`src/rtl/jump_redirect_ctrl.sv`:
```
// jump_redirect_ctrl: fetch-PC sequencer for the jump datapath.
// It holds the IF-stage PC. When EX resolves a JAL or JALR it redirects fetch
// to the target and flushes the wrong-path IF/ID and ID/EX registers. If the
// hazard unit is stalling when the jump arrives, the redirect waits until the
// stall is released.
// Optional build macro: MISALIGN_TRAP_EN. When it is defined, a target with
// target[1:0] != 0 loads TRAP_VECTOR instead, and misalign_trap pulses.
//
// state   | meaning
// --------+-----------------------------------------------------------------
// RUN     | normal sequential fetch, watching EX for a resolved jump
// PENDING | jump captured under stall; redirect fires once the stall releases
// SHADOW  | one cycle after a redirect; the EX slot is wrong-path, so ignore it

module jump_redirect_ctrl #(
   parameter logic [31:0] RESET_PC    = 32'h0000_0000,
   parameter logic [31:0] TRAP_VECTOR = 32'h0000_0100,
   parameter logic [5:0]  SEL_JAL     = 6'b000011,
   parameter logic [5:0]  SEL_JALR    = 6'b000100
) (
   input  logic        clk,
   input  logic        reset_n,
   input  logic        stall,
   input  logic        ex_valid,
   input  logic [5:0]  ex_aluSelect,
   input  logic [31:0] ex_target,
   output logic [31:0] pc,
   output logic        flush_if_id,
   output logic        flush_id_ex,
   output logic        redirect,
   output logic        misalign_trap
);

   typedef enum logic [1:0] {
      ST_RUN     = 2'd0,
      ST_PENDING = 2'd1,
      ST_SHADOW  = 2'd2
   } state_t;

   state_t      state;
   logic [31:0] pend_target;
   logic        jump_hit;
   logic        take;
   logic [31:0] load_target;
   logic [31:0] next_target;
   logic [31:0] pc_seq;

   // Decode the jump and pick the redirect target that will load at the next edge.
   always_comb begin
      jump_hit    = ex_valid & ((ex_aluSelect == SEL_JAL) | (ex_aluSelect == SEL_JALR));
      take        = ((state == ST_RUN) & jump_hit & ~stall) |
                    ((state == ST_PENDING) & ~stall);
      load_target = (state == ST_PENDING) ? pend_target : ex_target;
      pc_seq      = stall ? pc : (pc + 32'd4);
`ifdef MISALIGN_TRAP_EN
      misalign_trap = take & (load_target[1:0] != 2'b00);
      next_target   = misalign_trap ? TRAP_VECTOR : load_target;
`else
      misalign_trap = 1'b0;
      next_target   = load_target;
`endif
      redirect    = take;
      flush_if_id = take;
      flush_id_ex = take;
   end

   // Advance the sequencer state together with the PC and the pending target.
   always_ff @(posedge clk or negedge reset_n) begin
      if (!reset_n) begin
         state       <= ST_RUN;
         pc          <= RESET_PC;
         pend_target <= 32'h0000_0000;
      end else begin
         case (state)
            ST_RUN: begin
               if (jump_hit && !stall) begin
                  pc    <= next_target;
                  state <= ST_SHADOW;
               end else if (jump_hit && stall) begin
                  pend_target <= ex_target;
                  state       <= ST_PENDING;
               end else begin
                  pc <= pc_seq;
               end
            end
            ST_PENDING: begin
               if (!stall) begin
                  pc    <= next_target;
                  state <= ST_SHADOW;
               end
            end
            ST_SHADOW: begin
               pc    <= pc_seq;
               state <= ST_RUN;
            end
            default: begin
               state <= ST_RUN;
            end
         endcase
      end
   end

endmodule

```
`config.mk`:
```
export PLATFORM = sky130hd
export DESIGN_NAME = jump_redirect_ctrl
export DESIGN_NICKNAME = d
export VERILOG_FILES = /design/src/rtl/jump_redirect_ctrl.sv
export SDC_FILE = /design/constraint.sdc
export NUM_CORES = 1
export LEC_CHECK = 0
export CAP_MARGIN = 40
export CORE_ASPECT_RATIO = 1.2
export CORE_MARGIN = 2
export CORE_UTILIZATION = 50
export CTS_BUF_LIST = sky130_fd_sc_hd__clkbuf_8
export DETAILED_ROUTE_END_ITERATION = 6
export GPL_TIMING_DRIVEN = 0
export PLACE_DENSITY_LB_ADDON = 0.15
export SKIP_CTS_REPAIR_TIMING = 1
export SLEW_MARGIN = 20
export SYNTH_ARGS = -nofsm -noshare
export SYNTH_HDL_FRONTEND = slang
export SYNTH_SLANG_ARGS = --single-unit
```
`constraint.sdc`:
```
create_clock -name clk -period 2.86 [get_ports clk]
set_clock_uncertainty 0.2 [all_clocks]
set_input_delay 0.572 -clock clk [delete_from_list [all_inputs] [get_ports clk]]
set_output_delay 0.572 -clock clk [all_outputs]
set_load 0.02 [all_outputs]
```
==> results.tsv <==
stage	metric	value	unit
logic_synthesis	Syn Area/Cell	9.74	um^2
logic_synthesis	post-synthesis adder-cell area fraction	1.59	%
grt	initial antenna violation count	0	
placed_design	# placed instances	572	
placed_design	IO Port Bufs	76	
drt	drt pass-1 iters	6	
cells_and_area	share of cells above drive strength 1	20.9	%
die	core footprint	7660	um^2
cells_and_area	fin util	68.5	%
cells_and_area	area grow syn2layout	33.8	%
cells_and_area	Non-Filler Instances	604	
cells_and_area	Final nets	554	
clocking	CTS max path bufs	2	
logic_synthesis	Synth Flop Type	dfrtp_1	
grt	largest net degree at the start of global routing	50	
drt	Total Wirelength	11.6	mm
clocking	Clock Sinks	66	
logic_synthesis	top-count cell post-synth	dfrtp_1	
grt	grt ovf	0	
sta	Final TNS setup	0	ns
logic_synthesis	commonest cells in the netlist	dfrtp_1, nand2_1, mux2_2, o21ai_0, a21oi_1	
worst_hold_path	worst min-delay path class	reg -> reg	
setup_path	critical path arrival	2.80	ns
sta	final setup vio count	0	
power	Max IR drop VDD	0.420	mV
clocking	Clock H-tree levels	3	
setup_path	critical path's top delay family	buffers and inverters	
logic_synthesis	Netlist Area Pre-Place	3920	um^2
clocking	cts bufs inserted	9	
logic_synthesis	Unique masters post-synth	65	
logic_synthesis	area share of and/or/nand/nor cells after synthesis	16.2	%
placed_design	routability cong.	0.913	
logic_synthesis	sequential share of the synthesized area	42.1	%
logic_synthesis	synth warn	0	
die	# IOs	78	
drt	wire per inst	19.3	um
power	power density cells	636	nW/um^2
drt	Routed Antenna Nets	0	
setup_path	Crit. End Element	register	
grt	global-route wire length before repair	18.1	mm
drt	total number of vias	3846	
clocking	CTS tree	built	
logic_synthesis	cells after synthesis	403	
die	Die Wd	84.9	um
setup_path	Cell Chain, Critical Path	clkdlybuf4s50_1 > clkbuf_1 > a211o_1 > buf_6 > nor3_4 > buf_4 > a22oi_1 > o41ai_1 > a22o_1	
logic_synthesis	Area contributors post-synth	dfrtp_1, mux2_2, o21ai_0	
setup_path	crit path buf inv count	4	
drt	drt drc	0	
sta	Max Clk Rate	0.361	GHz
setup_path	Worst Path Required	2.89	ns
setup_path	slowest cell on the critical path	clkdlybuf4s50_1	
run_status	run status	complete, no violations	
grt	total global-route track usage	26.8	%
logic_synthesis	xor/xnor share of the synthesized area	0.223	%
logic_synthesis	FF+latch count, synth	66	
logic_synthesis	Synth area leader	dfrtp_1	
clocking	clock root cell	clkbuf_8	
sta	period utilization	96.7	%
power	Pleak	2.27	nW
die	Initial Util	51.2	%
setup_path	crit path kind	in -> reg	
clocking	clk_lat worst skew	0.35	ns
run	MaxCap Viol Count	0	
setup_path	CP max stage delay	0.55	ns
clocking	clock transition at the registers of the reported paths	0.08	ns
die	die height	101	um
die	die area	8570	um^2
logic_synthesis	Synth async-reset ratio	100	%
grt	via count of the first global-routing pass	3714	
sta	Slew HR	63.0	%
sta	fin. max-slew vios	0	
logic_synthesis	mux share of post-synthesis cell area	10.3	%
sta	fin crit period	2.77	ns
sta	Fin. Hold Viols	0	
sta	transition time of the tightest slew-check pin	0.555	ns
setup_path	Startpoint Class	input port	
logic_synthesis	number of synthesized flops with an enable pin	0	
logic_synthesis	largest family of logic cells by synthesized area	compound AO/OA/AOI/OAI gates	
drt	vias per cell	6.37	
drt	initial drt markers	370	
placed_design	DP HPWL	8.10	mm
cells_and_area	Ant. Diodes	0	
logic_synthesis	top-area cell type share of the netlist area	42.1	%
logic_synthesis	Mapped Nets	450	
die	row count	35	
logic_synthesis	compound-cell area share of the yosys netlist	24.3	%
power	Tot Pwr	3.34	mW
setup_path	critical path peak fanout	10	
## report_power, final
| group | total [mW] | internal (mW) | switching (mW) |
|---|---|---|---|
| combinational | 1.15 | 0.513 | 0.635 |
| clock | 0.874 | 0.508 | 0.366 |
| sequential | 1.32 | 1.12 | 0.200 |
| total | 3.34 | 2.14 | 1.20 |
## cell families after synthesis
group           count (synthesis)
mux                            36
fa+ha+maj                       5
compound gates                136
flops                          66
other cells                     1
buf+inv                        39
xor+xnor                        1
simple gates                  119
## final cells by class
cell class / instances / area, um^2
Clock inverter: 6 / 82.6
Tap cell: 92 / 115
Buffer: 27 / 174
Inverter: 11 / 41.3
Clock buffer: 10 / 138
Fill cell: 592 / 2410
Timing Repair Buffer: 94 / 931
Multi-Input combinational cell: 298 / 2120
Sequential cell: 66 / 1650
## registers in the layout, summed over array words and instances, names as in the netlist
signal and cells:
state 2, pc 32, pend_target 32
## stage by stage
step | setup WS, ns | instance area, um^2 | hold slack, ns
finish | 0.0933 | 5250 | 0.303
global route | -0.0374 | 5250 | 0.324
CTS | -0.866 | 5050 | -0.0950
detailed placement | -0.850 | 4830 | 0.271
global placement | -1.22 | 4800 | 0.276
floorplan | 0.0898 | 3930 | 0.0764
## final timing paths
| kind | start | to | slack (ns) | cells past startpoint |
|---|---|---|---|---|
| worst max-delay path | stall | pc[28]$_DFFE_PN0P_ | 0.09 | 9 |
| worst min-delay path | pend_target[28]$_DFFE_PN0P_ | pend_target[28]$_DFFE_PN0P_ | 0.30 | 1 |
| worst max register to register | state[0]$_DFFE_PN0P_ | pc[13]$_DFFE_PN0P_ | 0.25 | 8 |
| worst min register to register | pend_target[28]$_DFFE_PN0P_ | pend_target[28]$_DFFE_PN0P_ | 0.30 | 1 |
| max in group asynchronous | reset_n | pc[8]$_DFFE_PN0P_ | 1.47 | 3 |
| min in group asynchronous | reset_n | pc[0]$_DFFE_PN0P_ | 0.44 | 2 |
## worst register-to-register path, stage by stage, from the launching register on
cell,delay (ns)
dfrtp_1,0.41
inv_1,0.10
ha_1,0.43
nand2b_1,0.28
a21boi_2,0.35
clkbuf_2,0.33
o21ai_0,0.13
a21bo_2,0.22
o21ai_1,0.07
## routing by layer
| metal | vias up | part of all wire, % | track usage (%) |
|---|---|---|---|
| li1 | 1747 | - | - |
| met1 | 1879 | 41 | 33.6 |
| met2 | 189 | 49 | 44.9 |
| met3 | 31 | 7.3 | 4.42 |
| met4 | 0 | 2.9 | 13.2 |
| met5 | - | 0 | 0 |
## cell usage in the layout (no fill, tap or decap), types with 8 or more instances in the layout
master | netlist | layout
a21oi_1 | 23 | 22
a222oi_1 | 8 | 8
buf_4 | 5 | 22
clkbuf_8 | 0 | 10
clkdlybuf4s50_1 | 0 | 65
dfrtp_1 | 66 | 66
inv_1 | 11 | 13
mux2_2 | 27 | 27
nand2_1 | 29 | 29
nand3_1 | 16 | 16
nor2_1 | 18 | 15
nor3_1 | 12 | 12
o21ai_0 | 27 | 27
o21ai_1 | 18 | 18
(Power assumes the default switching activity.)
